--- src/rtl/writeback.sv ---
// -----------------------------------------------------------------------------
// writeback
//
// Final ARM pipeline stage. It commits execute/memory results to the register
// file and the CPSR. An instruction can carry two register results (load or
// ALU data plus a base writeback). The register file has one write port, so the
// second result is written one cycle later and the memory stage is stalled for
// that cycle.
//
// Ports
//   clk, rst       clock, asynchronous active-high reset
//   inbubble       the input slot is empty this cycle
//   inpc, insn     PC and opcode of the incoming instruction (trace only)
//   in_wr*         primary write (load data or ALU result)
//   in_wr2*        secondary write (base writeback)
//   in_cpsrwr      CPSR update valid; in_cpsr is the new value
//   outstall       upstream must hold its outputs
//   rf_we/num/data register file write port
//   cpsr           architectural CPSR
//   retire_regs    one-hot of the register written this cycle (r15 excluded)
//   retire_cpsr    the CPSR was written this cycle
//   jmp, jmppc     r15 was written: fetch redirect and upstream flush
//
// Every output is a flop. A write appears one cycle after its input is
// accepted.
// -----------------------------------------------------------------------------
module writeback #(
    parameter logic [31:0] CPSR_RESET = 32'h000000D3
) (
    input  logic        clk,
    input  logic        rst,
    input  logic        inbubble,
    input  logic [31:0] inpc,
    input  logic [31:0] insn,
    input  logic        in_wr,
    input  logic [3:0]  in_wrnum,
    input  logic [31:0] in_wrdata,
    input  logic        in_wr2,
    input  logic [3:0]  in_wr2num,
    input  logic [31:0] in_wr2data,
    input  logic        in_cpsrwr,
    input  logic [31:0] in_cpsr,
    output logic        outstall,
    output logic        rf_we,
    output logic [3:0]  rf_num,
    output logic [31:0] rf_data,
    output logic [31:0] cpsr,
    output logic [15:0] retire_regs,
    output logic        retire_cpsr,
    output logic        jmp,
    output logic [31:0] jmppc
);

    typedef enum logic {
        S_IDLE  = 1'b0,
        S_DRAIN = 1'b1
    } state_t;

    state_t      r_state;
    state_t      w_state_next;

    logic [3:0]  r_hold_num;
    logic [31:0] r_hold_data;

    logic        w_accept;
    logic        w_we;
    logic [3:0]  w_num;
    logic [31:0] w_data;
    logic        w_cpsr_we;
    logic        w_hold_load;

    // PC and opcode are carried for trace hooks only. They do not affect
    // architectural state.
    logic        w_unused_trace;
    assign w_unused_trace = ^{inpc, insn};

    // The input slot is only consumed in IDLE. In DRAIN, upstream is stalled
    // and re-presents the same instruction, so those inputs must be ignored.
    assign w_accept = (r_state == S_IDLE) && !inbubble;

    // -------------------------------------------------------------------------
    // State register
    // -------------------------------------------------------------------------
    // NOTE: sequential state uses non-blocking (<=) assignments so every flop
    // samples the values from before the edge, whatever the statement order.
    always_ff @(posedge clk or posedge rst) begin
        if (rst) begin
            r_state <= S_IDLE;
        end else begin
            r_state <= w_state_next;
        end
    end

    // -------------------------------------------------------------------------
    // Next-state logic
    // -------------------------------------------------------------------------
    // NOTE: each variable driven here gets a default first, so no path leaves
    // it unassigned and no latch is inferred.
    always_comb begin
        w_state_next = r_state;
        case (r_state)
            S_IDLE: begin
                // Serialise only when both writes target different registers.
                // When they match, the primary result wins and the base
                // writeback is dropped.
                if (w_accept && in_wr && in_wr2 && (in_wr2num != in_wrnum)) begin
                    w_state_next = S_DRAIN;
                end
            end
            S_DRAIN: begin
                w_state_next = S_IDLE;
            end
            default: begin
                w_state_next = S_IDLE;
            end
        endcase
    end

    // -------------------------------------------------------------------------
    // Output logic: next values of the registered outputs
    // -------------------------------------------------------------------------
    always_comb begin
        w_we        = 1'b0;
        w_num       = rf_num;
        w_data      = rf_data;
        w_cpsr_we   = 1'b0;
        w_hold_load = 1'b0;
        case (r_state)
            S_IDLE: begin
                if (w_accept) begin
                    if (in_wr) begin
                        w_we   = 1'b1;
                        w_num  = in_wrnum;
                        w_data = in_wrdata;
                    end else if (in_wr2) begin
                        w_we   = 1'b1;
                        w_num  = in_wr2num;
                        w_data = in_wr2data;
                    end
                    // The CPSR is written with the first register write only.
                    // DRAIN never touches it.
                    w_cpsr_we   = in_cpsrwr;
                    w_hold_load = (w_state_next == S_DRAIN);
                end
            end
            S_DRAIN: begin
                w_we   = 1'b1;
                w_num  = r_hold_num;
                w_data = r_hold_data;
            end
            default: begin
                w_we = 1'b0;
            end
        endcase
    end

    // -------------------------------------------------------------------------
    // Registered outputs and the secondary-write hold registers
    // -------------------------------------------------------------------------
    always_ff @(posedge clk or posedge rst) begin
        if (rst) begin
            outstall    <= 1'b0;
            rf_we       <= 1'b0;
            rf_num      <= 4'd0;
            rf_data     <= 32'd0;
            cpsr        <= CPSR_RESET;
            retire_regs <= 16'd0;
            retire_cpsr <= 1'b0;
            jmp         <= 1'b0;
            jmppc       <= 32'd0;
            r_hold_num  <= 4'd0;
            r_hold_data <= 32'd0;
        end else begin
            // The stall is high for exactly the cycle spent in DRAIN.
            outstall    <= (w_state_next == S_DRAIN);
            rf_we       <= w_we;
            rf_num      <= w_num;
            rf_data     <= w_data;
            retire_cpsr <= w_cpsr_we;
            if (w_cpsr_we) begin
                cpsr <= in_cpsr;
            end

            // r15 retires through the redirect, not through the scoreboard mask.
            if (w_we && (w_num != 4'd15)) begin
                retire_regs <= 16'd1 << w_num;
            end else begin
                retire_regs <= 16'd0;
            end

            // The r15 register write still happens. jmp pulses with it. A
            // pending DRAIN still completes after the redirect, because the
            // flush only clears instructions younger than this one.
            jmp <= w_we && (w_num == 4'd15);
            if (w_we && (w_num == 4'd15)) begin
                jmppc <= w_data;
            end

            if (w_hold_load) begin
                r_hold_num  <= in_wr2num;
                r_hold_data <= in_wr2data;
            end
        end
    end

endmodule

--- config.mk ---
export PLATFORM = sky130hd
export DESIGN_NAME = writeback
export DESIGN_NICKNAME = d
export VERILOG_FILES = /design/src/rtl/writeback.sv
export SDC_FILE = /design/constraint.sdc
export NUM_CORES = 1
export LEC_CHECK = 0
export CORE_MARGIN = 10
export CORE_UTILIZATION = 30
export DETAILED_ROUTE_END_ITERATION = 10
export PLACE_DENSITY = 0.65
export RECOVER_POWER = 100
export SETUP_SLACK_MARGIN = 0.02
export SYNTH_ARGS = -nofsm -noshare
export SYNTH_HDL_FRONTEND = slang
export SYNTH_SLANG_ARGS = --single-unit
export TNS_END_PERCENT = 30
--- constraint.sdc ---
create_clock -name clk -period 6.4 [get_ports clk]
set_clock_uncertainty 0.05 [all_clocks]
set_input_delay 1.6 -clock clk [delete_from_list [all_inputs] [get_ports clk]]
set_output_delay 1.6 -clock clk [all_outputs]
set_load 0.05 [all_outputs]
==> run_summary.xml <==
<?xml version="1.0" encoding="UTF-8"?>
<metrics>
  <group name="layout">
    <metric name="final_design_area_no_fill" unit="mm²">0.00963</metric>
    <metric name="fillers" unit="">2088</metric>
    <metric name="nNetsFinal" unit="">922</metric>
    <metric name="seq_area" unit="mm²">0.00391</metric>
    <metric name="drive_gt1_share" unit="%">15.4</metric>
    <metric name="area_growth" unit="%">43.9</metric>
    <metric name="final-instance-count-excl-fill" unit="">1041</metric>
    <metric name="multi_input_combinational_cell_area" unit="mm²">0.00243</metric>
    <metric name="num_antenna_cells" unit="">0</metric>
  </group>
  <group name="critical_path">
    <metric name="timing.critical_path.to_type" unit="">flip-flop</metric>
    <metric name="path_max_fanout" unit="">36</metric>
    <metric name="timing.critical_path.slowest_cell_delay" unit="ps">1540</metric>
    <metric name="worstPathRequired" unit="ps">6650</metric>
    <metric name="worst-endpoint-arrival" unit="ps">5120</metric>
    <metric name="cp_num_buf_inv" unit="">1</metric>
    <metric name="critical_path.top_delay_family" unit="">buffers and inverters</metric>
    <metric name="critical_path_cell_by_cell" unit="">clkbuf_1 -&gt; nor2_4 -&gt; o21ai_0 -&gt; o2111ai_1 -&gt; nor2_8 -&gt; mux2_2</metric>
    <metric name="worst_path_max_delay_cell" unit="">sky130_fd_sc_hd__clkbuf_1</metric>
    <metric name="timing.critical_path.from_type" unit="">input port</metric>
    <metric name="crit_type" unit="">in2reg</metric>
  </group>
  <group name="clock_tree">
    <metric name="htree_levels" unit="">4</metric>
    <metric name="cts_resized" unit="">0</metric>
    <metric name="cts_num_sinks" unit="">156</metric>
    <metric name="clockRootBuffer" unit="">sky130_fd_sc_hd__clkbuf_16</metric>
    <metric name="clk_latency" unit="ps">420</metric>
    <metric name="cts_buffers" unit="">17</metric>
    <metric name="post_cts.repair.setup_buffers" unit="">0</metric>
    <metric name="clk_pin_slew" unit="ps">60</metric>
    <metric name="postCtsHoldBufs" unit="">0</metric>
    <metric name="cts_tree" unit="">done</metric>
    <metric name="cts-root-to-sink-buffers" unit="">2</metric>
  </group>
  <group name="place">
    <metric name="detailedPlacementHpwl" unit="mm">13.8</metric>
    <metric name="pre_cts_ws" unit="ps">1890</metric>
    <metric name="gpl.final_weighted_congestion" unit="">0.765</metric>
    <metric name="dp.cells" unit="">1009</metric>
    <metric name="dpl_cell_area" unit="mm²">0.00919</metric>
    <metric name="numPortBuffers" unit="">229</metric>
  </group>
  <group name="global_route">
    <metric name="antenna_found_initial" unit="">0</metric>
    <metric name="grt-ovfl-total" unit="">0</metric>
    <metric name="grt_max_degree" unit="">95</metric>
    <metric name="wire_length_of_the_first_global_routing_pass" unit="mm">31.2</metric>
    <metric name="grt_util_all_layers" unit="%">13.9</metric>
    <metric name="grt_pass1_vias" unit="">5145</metric>
  </group>
  <group name="yosys">
    <metric name="post_synth_instance_area" unit="mm²">0.00669</metric>
    <metric name="post_synth_num_cell_types" unit="">39</metric>
    <metric name="synth_edf_count" unit="">0</metric>
    <metric name="synth_fp_nets" unit="">701</metric>
    <metric name="synth_ff_type" unit="">sky130_fd_sc_hd__dfrtp_1</metric>
    <metric name="postSynthCellCount" unit="">527</metric>
    <metric name="postSynth.asyncResetShare" unit="%">100</metric>
    <metric name="synth.yosys.warnings" unit="">0</metric>
    <metric name="synth_seq_cells" unit="">156</metric>
    <metric name="netlist.area_leader.share" unit="%">56.5</metric>
    <metric name="post-synth-top-area-cell" unit="">sky130_fd_sc_hd__dfrtp_1</metric>
    <metric name="portion_of_the_post_synthesis_area_used_by_sequential_elements" unit="%">58.4</metric>
    <metric name="synth_area_leaders" unit="">sky130_fd_sc_hd__dfrtp_1 56%, sky130_fd_sc_hd__mux2_2 12%, sky130_fd_sc_hd__mux2_4 6.5%, sky130_fd_sc_hd__o31ai_1 3.6%, sky130_fd_sc_hd__nor2b_1 3.3%</metric>
    <metric name="syn_area_per_cell" unit="µm²">12.7</metric>
  </group>
  <group name="sta">
    <metric name="max_freq" unit="GHz">0.205</metric>
    <metric name="drv_slew" unit="">142</metric>
    <metric name="grt_setup_unrepaired" unit="">no</metric>
    <metric name="setup-violations-final" unit="">0</metric>
    <metric name="finalCritPeriodShare" unit="%">76.2</metric>
    <metric name="final.setup.worst_slack" unit="ps">1530</metric>
    <metric name="timing.final.crit_period" unit="ps">4870</metric>
    <metric name="hold_viol_final" unit="">0</metric>
    <metric name="fin_setup_tns" unit="ps">0</metric>
    <metric name="timing_worst_slew_pin_value" unit="ps">2200</metric>
    <metric name="max_slew_margin" unit="%">-46.7</metric>
  </group>
  <group name="pwr">
    <metric name="power.density" unit="mW/mm²">392</metric>
    <metric name="max-vdd-ir-drop" unit="mV">0.197</metric>
    <metric name="leakagePower" unit="nW">3.99</metric>
  </group>
  <group name="die">
    <metric name="die_area" unit="mm²">0.0287</metric>
    <metric name="coreArea" unit="mm²">0.0219</metric>
    <metric name="die_w" unit="µm">169</metric>
    <metric name="die-height" unit="µm">169</metric>
    <metric name="top_level_ports" unit="">294</metric>
    <metric name="placement_rows" unit="">54</metric>
    <metric name="initial_core_util" unit="%">30.6</metric>
  </group>
  <group name="run_status">
    <metric name="violations" unit="">capacitance limit, slew limit</metric>
    <metric name="outcome" unit="">finished, violations left</metric>
  </group>
  <group name="drt">
    <metric name="antenna_left" unit="">0</metric>
    <metric name="detail_route.wl_per_cell" unit="µm">19.4</metric>
    <metric name="via_per_inst" unit="">4.66</metric>
    <metric name="detailroute.via_count" unit="">4853</metric>
    <metric name="drtIter0Drc" unit="">253</metric>
    <metric name="totalWireLength" unit="mm">20.2</metric>
    <metric name="drt-pass1-iter-count" unit="">4</metric>
    <metric name="drc" unit="">0</metric>
  </group>
  <group name="run">
    <metric name="cap_viol_max_count" unit="">4</metric>
  </group>
  <group name="min_path">
    <metric name="holdCritPathClass" unit="">reg2reg</metric>
  </group>
</metrics>
==> final cells by class <==
cell class / count / share of cell area (%)
Clock buffer: 18 / 4.46
Clock inverter: 14 / 1.70
Inverter: 6 / 0.286
Multi-Input combinational cell: 332 / 25.2
Sequential cell: 156 / 40.6
Tap cell: 280 / 3.64
Timing Repair Buffer: 235 / 24.1
==> through the flow <==
step	power [mW]	util (%)	hold WS, ps
3_5_place_dp	2.94	42.0	441
5_1_grt	3.97	44.0	460
6_report	3.78	44.0	428
2_1_floorplan	2.37	-	412
4_1_cts	3.99	44.7	456
3_3_place_gp	2.93	42.0	430
==> per-layer routing <==
layer	track usage (%)	vias up	part of all wire (%)
met5	0	-	0
met4	3.68	0	1.1
met3	6.18	16	8.9
met2	22.1	154	48
met1	16.9	2383	42
li1	-	2300	-
==> power by group <==
group | internal (mW) | total (mW) | switching [mW]
clock network | 0.585 | 1.03 | 0.443
registers | 1.22 | 1.34 | 0.113
logic | 0.467 | 1.41 | 0.946
total | 2.28 | 3.78 | 1.50
==> sequential cells by signal (all words and copies together) (netlist names), 4 cells and up <==
name and count:
rf_num 4, r_hold_num 4, retire_regs 16, rf_data 32, jmppc 32, r_hold_data 32, cpsr 32
==> cell usage after synthesis, types with 2 or more instances <==
cell type and number:
sky130_fd_sc_hd__o22a_1 2, sky130_fd_sc_hd__clkbuf_1 10, sky130_fd_sc_hd__buf_8 3, sky130_fd_sc_hd__mux2_4 29, sky130_fd_sc_hd__and2_1 2, sky130_fd_sc_hd__a21oi_1 4
sky130_fd_sc_hd__o31ai_1 32, sky130_fd_sc_hd__nand2_1 42, sky130_fd_sc_hd__dfstp_2 5, sky130_fd_sc_hd__nor3b_1 2, sky130_fd_sc_hd__buf_2 16, sky130_fd_sc_hd__mux2_2 71
sky130_fd_sc_hd__nand3_1 2, sky130_fd_sc_hd__dfrtp_1 151, sky130_fd_sc_hd__nand2b_1 4, sky130_fd_sc_hd__xnor2_1 4, sky130_fd_sc_hd__buf_4 4, sky130_fd_sc_hd__nor2b_1 35
sky130_fd_sc_hd__o22ai_1 31, sky130_fd_sc_hd__o21ai_0 4, sky130_fd_sc_hd__nand3b_1 2, sky130_fd_sc_hd__inv_1 5, sky130_fd_sc_hd__nor2_1 51
==> placed cells by master (no fill, tap or decap), drive strengths merged, types with 3 or more instances in the layout <==
master / n
nor2: 53
inv: 11
clkdlybuf4s50: 107
dfstp: 5
dfrtp: 151
a21oi: 5
o21ai: 5
nand2: 42
nand3: 3
buf: 3
dlygate4sd3: 121
o22ai: 31
clkbuf: 22
o31ai: 33
nor2b: 35
nand2b: 4
clkinvlp: 5
xnor2: 4
mux2: 100
==> final timing paths <==
check                                     start                     to  slack, ps  cells after the start
max                                    inbubble  jmppc[18]$_DFFE_PP0P_       1530                      6
min                        jmppc[2]$_DFFE_PP0P_   jmppc[2]$_DFFE_PP0P_        430                      1
max reg2reg                  outstall$_DFF_PP0_  jmppc[18]$_DFFE_PP0P_       2550                      6
min reg2reg                jmppc[2]$_DFFE_PP0P_   jmppc[2]$_DFFE_PP0P_        430                      1
max in group asynchronous                   rst  rf_data[19]$_DFF_PP0_       2070                      3
min in group asynchronous                   rst   cpsr[20]$_DFFE_PP0P_       1780                      2
==> cell families (layout without fill, tap and decap cells) <==
logic type      count (synthesis)  after routing  share of synthesized area (%)
compound gates                 82             82                           8.75
xor+xnor                        4              4                          0.524
buf+inv                        39            273                           3.22
flops                         156            156                           58.4
mux                           100            100                           18.5
other cells                     1              1                         0.0561
simple gates                  145            145                           10.5
Power figures use the tool's default switching activity.
